`config.mk`:
```
export PLATFORM = sky130hd
export DESIGN_NAME = div_seq_ctrl_flat
export DESIGN_NICKNAME = d
export VERILOG_FILES = /design/src/rtl/div_seq_pkg.sv /design/src/rtl/div_seq_ctrl_if.sv /design/src/rtl/div_seq_ctrl.sv /design/src/flat_wrapper.sv
export SDC_FILE = /design/constraint.sdc
export NUM_CORES = 1
export LEC_CHECK = 0
export CORE_MARGIN = 2
export CORE_UTILIZATION = 44
export DETAILED_ROUTE_END_ITERATION = 10
export GPL_ROUTABILITY_DRIVEN = 0
export PLACE_DENSITY = 0.84
export RECOVER_POWER = 50
export SYNTH_ARGS = -nofsm -noshare
export SYNTH_HDL_FRONTEND = slang
export SYNTH_SLANG_ARGS = --single-unit
```
`constraint.sdc`:
```
create_clock -name clk -period 3.5 [get_ports clk]
set_input_delay 1.05 -clock clk [delete_from_list [all_inputs] [get_ports clk]]
set_output_delay 1.05 -clock clk [all_outputs]
set_load 0.005 [all_outputs]
```
`src/rtl/div_seq_pkg.sv`:
```
// Shared definitions for the EXE-stage divider sequencer: state encoding and
// the length of the divider clear pulse issued after a flush.
package div_seq_pkg;

  typedef enum logic [2:0] {
    DS_IDLE   = 3'd0,
    DS_LAUNCH = 3'd1,
    DS_RUN    = 3'd2,
    DS_DONE   = 3'd3,
    DS_FLUSH  = 3'd4
  } div_seq_state_t;

  localparam int DIV_FLUSH_CYCLES = 2;

endpackage

```
`src/rtl/div_seq_ctrl_if.sv`:
```
// Handshake bundle between the divider sequencer (master) and the iterative
// divider (slave): start/clear control, latched operands, result and busy.
interface div_seq_ctrl_if
  import div_seq_pkg::*;
#(
  parameter int WIDTH = 32
) ();

  logic               div_start;
  logic               div_clr;
  logic               div_sign;
  logic [WIDTH-1:0]   div_a;
  logic [WIDTH-1:0]   div_b;
  logic [2*WIDTH-1:0] div_result;
  logic               div_busy;

  modport master (
    output div_start, div_clr, div_sign, div_a, div_b,
    input  div_result, div_busy
  );

  modport slave (
    input  div_start, div_clr, div_sign, div_a, div_b,
    output div_result, div_busy
  );

endinterface

```
`src/rtl/div_seq_ctrl.sv`:
```
// Sequencer between EXE and the iterative divider: launches div/divu, stalls
// until the result is back, writes HI/LO once, and clears the divider on flush.
// Optional macro DIV_SEQ_ZERO_BYPASS_EN retires divide-by-zero without a launch.
module div_seq_ctrl
  import div_seq_pkg::*;
#(
  parameter int WIDTH = 32
) (
  input  logic             clk,
  input  logic             rst_n,
  input  logic             ex_div_req,
  input  logic             ex_div_sign,
  input  logic [WIDTH-1:0] ex_op_a,
  input  logic [WIDTH-1:0] ex_op_b,
  input  logic             ex_flush,
  input  logic             ex_hold,
  output logic             ex_stall,
  div_seq_ctrl_if.master   dif,
  output logic             hilo_we,
  output logic [WIDTH-1:0] hi_wdata,
  output logic [WIDTH-1:0] lo_wdata
);

  localparam logic [2:0] ST_IDLE    = DS_IDLE;
  localparam logic [2:0] ST_LAUNCH  = DS_LAUNCH;
  localparam logic [2:0] ST_RUN     = DS_RUN;
  localparam logic [2:0] ST_DONE    = DS_DONE;
  localparam logic [2:0] ST_FLUSH   = DS_FLUSH;
  localparam logic [1:0] FLUSH_LAST = 2'(DIV_FLUSH_CYCLES - 1);

  logic [2:0]       state_reg, state_next;
  logic [1:0]       flush_cnt_reg;
  logic             start_reg, clr_reg, sign_reg, we_pend_reg;
  logic [WIDTH-1:0] a_reg, b_reg, hi_reg, lo_reg;
  logic             zero_div, launch;

`ifdef DIV_SEQ_ZERO_BYPASS_EN
  assign zero_div = (ex_op_b == '0);
`else
  assign zero_div = 1'b0;
`endif

  assign launch = ex_div_req & ~ex_flush & ~zero_div;

  always_comb begin
    state_next = state_reg;
    ex_stall   = 1'b0;
    case (state_reg)
      ST_IDLE: begin
        ex_stall = launch;
        if (launch) state_next = ST_LAUNCH;
      end
      ST_LAUNCH: begin
        ex_stall   = 1'b1;
        state_next = ex_flush ? ST_FLUSH : ST_RUN;
      end
      ST_RUN: begin
        ex_stall = 1'b1;
        if (ex_flush)           state_next = ST_FLUSH;
        else if (!dif.div_busy) state_next = ST_DONE;
      end
      ST_DONE: begin
        // Holding in DONE keeps the same instruction from being relaunched.
        if (ex_flush)      state_next = ST_FLUSH;
        else if (!ex_hold) state_next = ST_IDLE;
      end
      ST_FLUSH: begin
        ex_stall = ex_div_req;
        if (flush_cnt_reg == FLUSH_LAST) state_next = ST_IDLE;
      end
      default: state_next = ST_IDLE;
    endcase
  end

  always_ff @(posedge clk or negedge rst_n) begin
    if (!rst_n) begin
      state_reg     <= ST_IDLE;
      flush_cnt_reg <= '0;
      start_reg     <= 1'b0;
      clr_reg       <= 1'b0;
      sign_reg      <= 1'b0;
      we_pend_reg   <= 1'b0;
      a_reg         <= '0;
      b_reg         <= '0;
      hi_reg        <= '0;
      lo_reg        <= '0;
    end else begin
      state_reg   <= state_next;
      we_pend_reg <= 1'b0;
      if (state_reg == ST_IDLE && launch) begin
        a_reg     <= ex_op_a;
        b_reg     <= ex_op_b;
        sign_reg  <= ex_div_sign;
        start_reg <= 1'b1;
      end
      if (state_reg == ST_RUN && state_next == ST_DONE) begin
        hi_reg      <= dif.div_result[2*WIDTH-1:WIDTH];
        lo_reg      <= dif.div_result[WIDTH-1:0];
        start_reg   <= 1'b0;
        we_pend_reg <= 1'b1;
      end
      // Clear pulse spans the whole FLUSH stay so the divider is idle on exit.
      if (state_next == ST_FLUSH && state_reg != ST_FLUSH) begin
        start_reg     <= 1'b0;
        clr_reg       <= 1'b1;
        flush_cnt_reg <= '0;
      end else if (state_reg == ST_FLUSH) begin
        flush_cnt_reg <= flush_cnt_reg + 2'd1;
        if (state_next == ST_IDLE) clr_reg <= 1'b0;
      end
    end
  end

  assign dif.div_start = start_reg;
  assign dif.div_clr   = clr_reg;
  assign dif.div_sign  = sign_reg;
  assign dif.div_a     = a_reg;
  assign dif.div_b     = b_reg;
  assign hi_wdata      = hi_reg;
  assign lo_wdata      = lo_reg;
  // A flush arriving in the first DONE cycle suppresses the pending write.
  assign hilo_we       = we_pend_reg & ~ex_flush;

endmodule

```
`src/flat_wrapper.sv`:
```
// flat-port wrapper written by rule: the top's interface ports become plain ports
module div_seq_ctrl_flat import div_seq_pkg::*;
#(
  parameter int WIDTH = 32
)
  (clk, rst_n, ex_div_req, ex_div_sign, ex_op_a, ex_op_b, ex_flush, ex_hold, ex_stall, hilo_we, hi_wdata, lo_wdata, dif_div_start, dif_div_clr, dif_div_sign, dif_div_a, dif_div_b, dif_div_result, dif_div_busy);
  div_seq_ctrl_if #(.WIDTH(WIDTH)) dif_i ();
  input  logic clk;
  input  logic rst_n;
  input  logic ex_div_req;
  input  logic ex_div_sign;
  input  logic [WIDTH-1:0] ex_op_a;
  input  logic [WIDTH-1:0] ex_op_b;
  input  logic ex_flush;
  input  logic ex_hold;
  output logic ex_stall;
  output logic hilo_we;
  output logic [WIDTH-1:0] hi_wdata;
  output logic [WIDTH-1:0] lo_wdata;
  output wire logic [$bits(dif_i.div_start)-1:0] dif_div_start;
  output wire logic [$bits(dif_i.div_clr)-1:0] dif_div_clr;
  output wire logic [$bits(dif_i.div_sign)-1:0] dif_div_sign;
  output wire logic [$bits(dif_i.div_a)-1:0] dif_div_a;
  output wire logic [$bits(dif_i.div_b)-1:0] dif_div_b;
  input wire logic [$bits(dif_i.div_result)-1:0] dif_div_result;
  input wire logic [$bits(dif_i.div_busy)-1:0] dif_div_busy;
  assign dif_div_start = dif_i.div_start;
  assign dif_div_clr = dif_i.div_clr;
  assign dif_div_sign = dif_i.div_sign;
  assign dif_div_a = dif_i.div_a;
  assign dif_div_b = dif_i.div_b;
  assign dif_i.div_result = dif_div_result;
  assign dif_i.div_busy = dif_div_busy;
  div_seq_ctrl #(.WIDTH(WIDTH)) u_core (.clk(clk), .rst_n(rst_n), .ex_div_req(ex_div_req), .ex_div_sign(ex_div_sign), .ex_op_a(ex_op_a), .ex_op_b(ex_op_b), .ex_flush(ex_flush), .ex_hold(ex_hold), .ex_stall(ex_stall), .dif(dif_i), .hilo_we(hilo_we), .hi_wdata(hi_wdata), .lo_wdata(lo_wdata));
endmodule
```
==> out/qor.yml, run 1 <==
global_routing:
  grt_pass1_wl_um: 21180
  antenna_found_initial: 0
  grt_max_degree: 66
  grt_pass1_vias: 4139
  grt_use_total_pct: 21.35
  grt-ovfl-total: 0
yosys:
  synth_ff_type: "dfrtp_1"
  seq_area_frac_synth_pct: 62.83
  ys_types: 28
  syn_area_um2: 5456
  synthArstFlopShare_pct: 100.0
  syn_avg_cell_area_um2: 17.21
  ys_ff_latch: 137
  synth-edff-count: 0
  syn_inst: 317
  synth_fp_nets: 453
  yosys_warnings: 0
critical_path:
  worst_ep_required_time_ns: 2.45
  rr_endpoint: "u_core.hi_wdata[25]"
  worstSetupPathType: "input pin to primary output"
  arrival_ns: 2.35
  r2r-start: "u_core.state_reg[2]"
  startpoint_type: "input pin"
  r2r_slack_ns: 0.80
  endpoint_kind: "primary output"
  critPathMaxFanout: 2
  worst-r2r-cell-count: 3
clocking:
  cts_root_buf: "clkbuf_16"
  cts_tree: "yes"
  hold_buffers: 0
  clockBufferDepth: 2
  cts_htree_levels: 4
  clock_sinks: 137
  postCtsSetupBuffers: 0
  postCtsResizedCells: 0
  path_clk_slew_ns: 0.05
  clkLatencyLatePin_ns: 0.41
  numCtsBuffers: 17
min_path:
  hold_path_end: "u_core.dif.div_a[12]"
  min_from: "u_core.dif.div_a[12]"
  hold_path_depth: 1
  hp-class: "flop to flop"
cells_and_area:
  num-fill-cells: 775
  multi_input_area_um2: 1815
  synthToLayoutAreaGrowth_pct: 60.95
  nets: 730
  drive_above_1_share_pct: 27.23
  antenna_cells: 0
  ff_latch_area_um2: 3428
sta:
  setup_viol: 0
  rsz0062_at_grt: "no"
  worstMarginPinSlew_ns: 1.407
  slew_viol_final: 0
  finalSetupTns_ns: 0
  slew-limit-headroom_pct: 6.230
  fin_skew_ns: 0.005305
  whs_ns: 0.4973
  clock.fmax_mhz: 294.5
  hold_viol_final: 0
  min_period_over_period_pct: 97.00
  min_period_ns: 3.395
status:
  status: "complete, no violations"
floorplanning:
  dieWidth_um: 115.4
  num_rows: 40
  die_h_um: 115.4
  pin_count: 268
  core_area_um2: 12060
  initial_core_util_pct: 45.24
  die-area_um2: 13310
pwr:
  powerDensity_nw_per_um2: 842.0
  leakagePower_nw: 3.780
  ir_drop_mv: 0.4418
place:
  io_buffers: 267
  hpwl_um: 10160
drt:
  wl_per_cell_um: 17.99
  drt.antenna.violating_nets: 0
  num_vias: 3678
  drt_pass1_iterations: 4
  routed_wl_um: 13920
  drcViolationCount: 0
  drt-initial-drc-count: 128
  drt-vias-per-instance: 4.752
job:
  maxCapViolations: 0
power by group:
group	internal (mW)	switching (mW)
clock	1.15	0.636
combinational	2.00	0.822
sequential	2.36	0.437
cell families (layout without fill, tap and decap cells):
| kind of cell | after synthesis | count (layout) | share of synthesized area (%) |
|---|---|---|---|
| flops | 137 | 137 | 62.83 |
| mux | 129 | 129 | 29.37 |
| simple gates | 19 | 19 | 2.454 |
| buf+inv | 18 | 307 | 3.623 |
| compound gates | 13 | 13 | 1.491 |
| fa+ha+maj | 1 | 1 | 0.2293 |
layout make-up:
type	count	area share (%)
Sequential cell	137	39.04
Timing Repair Buffer	274	31.13
Multi-Input combinational cell	162	20.67
Clock buffer	22	5.286
Tap cell	168	2.394
Clock inverter	9	1.396
Inverter	2	0.08548
worst max path at each step:
| stage | start | end | slack [ns] | cells after the start |
|---|---|---|---|---|
| floorplan | ex_div_req | ex_stall | 0.93 | 3 |
| global placement | ex_div_req | ex_stall | 0.10 | 5 |
| detailed placement | ex_div_req | ex_stall | 0.11 | 5 |
| CTS | ex_div_req | ex_stall | 0.10 | 5 |
| global route | ex_flush | hilo_we | 0.04 | 4 |
| finish | ex_div_req | ex_stall | 0.10 | 5 |
critical path, stage by stage:
cell,delay [ns]
clkdlybuf4s50_1,0.47
nand2b_1,0.07
a21oi_1,0.11
o31a_1,0.14
clkdlybuf4s50_1,0.50
per-layer routing:
metal  global-route usage [%]  up-vias  wire length (um)
met5                        0        -                 0
li1                         -     1685                 -
met2                    38.17      187              7324
met4                    9.960        0               382
met3                    8.751       29              1291
met1                    21.58     1777              4922
placed cells by master, fill, tap and decap left out:
| cell | synthesis | routed |
|---|---|---|
| nor4_1 | 1 | 2 |
| nand2_1 | 2 | 2 |
| bufinv_16 | 0 | 3 |
| dfrtp_1 | 137 | 137 |
| nor2_1 | 4 | 4 |
| nand2b_1 | 2 | 2 |
| mux2_2 | 89 | 89 |
| nor3_1 | 1 | 1 |
| nor4_4 | 2 | 1 |
| a211oi_1 | 1 | 1 |
| clkbuf_8 | 0 | 2 |
| inv_1 | 2 | 2 |
| mux2_4 | 40 | 40 |
| buf_4 | 3 | 1 |
| nand3_1 | 1 | 1 |
| nand3b_1 | 1 | 1 |
| nor2b_1 | 3 | 3 |
| and3_1 | 1 | 1 |
| buf_2 | 1 | 1 |
| a21oi_1 | 4 | 4 |
| o21ai_0 | 4 | 4 |
| clkinvlp_4 | 0 | 1 |
| o2bb2ai_1 | 1 | 1 |
| clkbuf_16 | 0 | 17 |
| or4_1 | 1 | 1 |
| ha_1 | 1 | 1 |
| clkinv_2 | 0 | 5 |
| a21o_1 | 1 | 1 |
| o31a_1 | 1 | 1 |
| dlygate4sd3_1 | 0 | 58 |
| clkdlybuf4s50_1 | 0 | 208 |
| buf_12 | 4 | 2 |
| clkbuf_1 | 1 | 4 |
| a311oi_1 | 1 | 1 |
| clkbuf_2 | 0 | 3 |
cells in the mapped netlist (all sizes together), types with 2 or more instances:
cell type	instances	area (um2)
inv	2	7.510
nand2	2	7.510
nor2	4	15.01
nor2b	3	18.77
dfrtp	137	3428
mux2	129	1603
o21ai	4	20.02
a21oi	4	20.02
nor4	3	48.80
nand2b	2	12.51
buf	15	186.4
stage by stage:
stage / util (%) / instances / power (mW) / setup WS (ns) / area (um2)
floorplan: - / 317 / 3.831 / 0.9277 / 5456
global placement: 68.42 / 743 / 5.669 / 0.1015 / 8253
detailed placement: 68.42 / 743 / 5.807 / 0.1078 / 8253
CTS: 73.29 / 774 / 7.644 / 0.1007 / 8840
global route: 72.81 / 774 / 7.794 / 0.04328 / 8782
finish: 72.81 / 774 / 7.395 / 0.1048 / 8782
(Power assumes the default switching activity.)
==> inputs of run 2 (changes only) <==
--- a/config.mk
+++ b/config.mk
@@ -6,10 +6,10 @@
 export NUM_CORES = 1
 export LEC_CHECK = 0
 export CORE_MARGIN = 2
-export CORE_UTILIZATION = 44
+export CORE_UTILIZATION = 41
 export DETAILED_ROUTE_END_ITERATION = 10
 export GPL_ROUTABILITY_DRIVEN = 0
-export PLACE_DENSITY = 0.84
+export PLACE_DENSITY = 0.79
 export RECOVER_POWER = 50
 export SYNTH_ARGS = -nofsm -noshare
 export SYNTH_HDL_FRONTEND = slang
==> constraint.sdc (replaced) <==
create_clock -name clk -period 3.6 [get_ports clk]
set_input_delay 1.08 -clock clk [delete_from_list [all_inputs] [get_ports clk]]
set_output_delay 1.08 -clock clk [all_outputs]
set_load 0.005 [all_outputs]
==> run 2 against run 1 <==
The flow now finishes with violations (capacitance limit, slew limit). Via count increased by 2.1%. Worst setup slack better by 0.039 ns. Critical path depth stayed put. Clock-buffer cell count is 2 lower. Total power decreased by 2.1%. Core utilization decreased by 5.5 points. Sequential cell count unchanged. Hold slack hardly changed. Sequential power shrank 3%. First-iteration DRC count down 27%. Non-clock buffer count unchanged. Critical path type unchanged. Combinational power decreased by 4%.
==> out/qor.yml, run 2 (synthesized netlist as in run 1, its figures left out) <==
drt:
  drcViolationCount: 0  # unchanged
  num_vias: 3755  # was 3,678
  routed_wl_um: 13430  # was 13,920 um
  drt.antenna.violating_nets: 0  # unchanged
  drt-vias-per-instance: 4.802  # was 4.752
  drt_pass1_iterations: 4  # unchanged
  drt-initial-drc-count: 94  # was 128
  wl_per_cell_um: 17.17  # was 17.99 um
floorplanning:
  die_h_um: 119.4  # was 115.4 um
  initial_core_util_pct: 41.53  # was 45.24%
  dieWidth_um: 119.4  # was 115.4 um
  pin_count: 268  # unchanged
  core_area_um2: 13140  # was 12,060 um2
  die-area_um2: 14250  # was 13,310 um2
  num_rows: 42  # was 40
place:
  pre_cts_slack_ns: 0.1562  # was 0.1078 ns
  hpwl_um: 9734  # was 10,160 um
  placed_area_um2: 8238  # was 8253 um2
  io_buffers: 267  # unchanged
clocking:
  path_clk_slew_ns: 0.06  # was 0.05 ns
  clkLatencyLatePin_ns: 0.41  # about the same
  postCtsResizedCells: 0  # unchanged
  cts_tree: "yes"  # unchanged
  clockBufferDepth: 2  # unchanged
  cts_root_buf: "clkbuf_16"  # unchanged
  numCtsBuffers: 17  # unchanged
  postCtsSetupBuffers: 0  # unchanged
  hold_buffers: 0  # unchanged
  cts_htree_levels: 4  # unchanged
  clock_sinks: 137  # unchanged
min_path:
  hp-class: "flop to flop"  # unchanged
global_routing:
  antenna_found_initial: 0  # unchanged
  grt_max_degree: 67  # was 66
  grt_use_total_pct: 19.61  # was 21.35%
  grt_pass1_vias: 4184  # was 4,139
  grt_pass1_wl_um: 21600  # was 21,180 um
  grt-ovfl-total: 0  # unchanged
cells_and_area:
  fin_area_um2: 8837  # was 8782 um2
  layout_commonest_cell: "clkdlybuf4s50_1"  # unchanged
  mostFrequentLayoutCells: "clkdlybuf4s50_1 (208), dfrtp_1 (137), mux2_2 (89)"  # unchanged
  antenna_cells: 0  # unchanged
  drive_above_1_share_pct: 27.39  # was 27.23%
  nets: 730  # unchanged
  synthToLayoutAreaGrowth_pct: 61.96  # was 60.95%
sta:
  clock.fmax_mhz: 289.3
  fin_skew_ns: 0.006226  # was 0.005305 ns
  slew_viol_final: 55  # was 0
  setup_viol: 0  # unchanged
  hold_viol_final: 0  # unchanged
  finalSetupTns_ns: 0  # unchanged
  worstMarginPinSlew_ns: 2.392  # was 1.407 ns
  whs_ns: 0.4975  # was 0.4973 ns
  slew-limit-headroom_pct: -59.49  # was 6.230%
  rsz0062_at_grt: "no"  # unchanged
  worst_slack_ns: 0.1435  # was 0.1048 ns
  min_period_ns: 3.457
  min_period_over_period_pct: 96.02
critical_path:
  worst_ep_required_time_ns: 2.52  # was 2.45 ns
  cp_num_buf_inv: 2  # unchanged
  cpMaxStageDelayCell: "clkdlybuf4s50_1"  # unchanged
  crit_chain: "clkdlybuf4s50_1 > nand2b_1 > a21oi_1 > o31a_1 > clkdlybuf4s50_1"  # unchanged
  endpoint_kind: "primary output"  # unchanged
  startpoint_type: "input pin"  # unchanged
  cp_common_cell: "clkdlybuf4s50_1"  # unchanged
  critical-path-top-delay-family: "buffers and inverters"  # unchanged
  critPathMaxFanout: 2  # unchanged
  worstSetupPathType: "input pin to primary output"  # unchanged
  cpPeakStageDelay_ns: 0.49  # was 0.50 ns
  arrival_ns: 2.38  # was 2.35 ns
status:
  status: "finished, violations left"  # was complete, no violations
  violations: "capacitance limit, slew limit"
pwr:
  powerDensity_nw_per_um2: 819.6  # was 842.0 nW/um2
  p_total_mw: 7.243  # was 7.395 mW
  leakagePower_nw: 3.786  # was 3.780 nW
  ir_drop_mv: 0.4077  # was 0.4418 mV
job:
  maxCapViolations: 1  # was 0
-- run 2: cell count changes in the layout (fill, tap and decap cells not counted), sizes merged --
cell	delta
bufinv	+1
clkinv	-1
dlygate4sd2	+1
buf	+1
clkbuf	-4
clkinvlp	+1
inv	+1
-- run 2: path summary, 6_finish.rpt --
path | end | start | depth (start not counted) | slack (ns)
worst max-delay path | ex_stall | ex_div_req | 5 | 0.14
worst min-delay path | u_core.hi_wdata[18] | u_core.hi_wdata[18] | 1 | 0.50
worst max register to register | u_core.hi_wdata[25] | u_core.state_reg[2] | 3 | 1.21
worst min register to register | u_core.hi_wdata[18] | u_core.hi_wdata[18] | 1 | 0.50
max in group asynchronous | u_core.dif.div_b[11] | rst_n | 2 | 0.58
min in group asynchronous | u_core.state_reg[1] | rst_n | 1 | 1.54
-- run 2: metal layers --
metal / part of all wire [%] / global-route usage [%]
met5: 0 / 0
met2: 51 / 32.90
met4: 2.9 / 9.338
met3: 9.1 / 7.759
met1: 37 / 21.82
-- run 2: layout make-up --
cell class | instances | area, um2
fillers | 950 | 4300
flip-flops and latches | 137 | 3428
repair buffers | 274 | 2733
multi-input cells | 162 | 1831
clock buffers | 20 | 446.7
well taps | 176 | 220.2
clock inverters | 11 | 171.4
inverters | 2 | 7.507
-- run 2: power breakdown --
part           internal [mW]  leakage (nW)  total (mW)  switching (mW)
clock network           1.17         0.296        1.81           0.639
logic                   1.94          1.80        2.72           0.779
registers               2.29          1.69        2.71           0.418
total                   5.41          3.79        7.24            1.84
-- run 2: metrics by stage --
step | instances | utilization [%]
after floorplan | 317 | -
after global placement | 751 | 62.70
after detailed placement | 751 | 62.70
after CTS | 782 | 67.41
after global routing | 782 | 67.27
final | 782 | 67.27
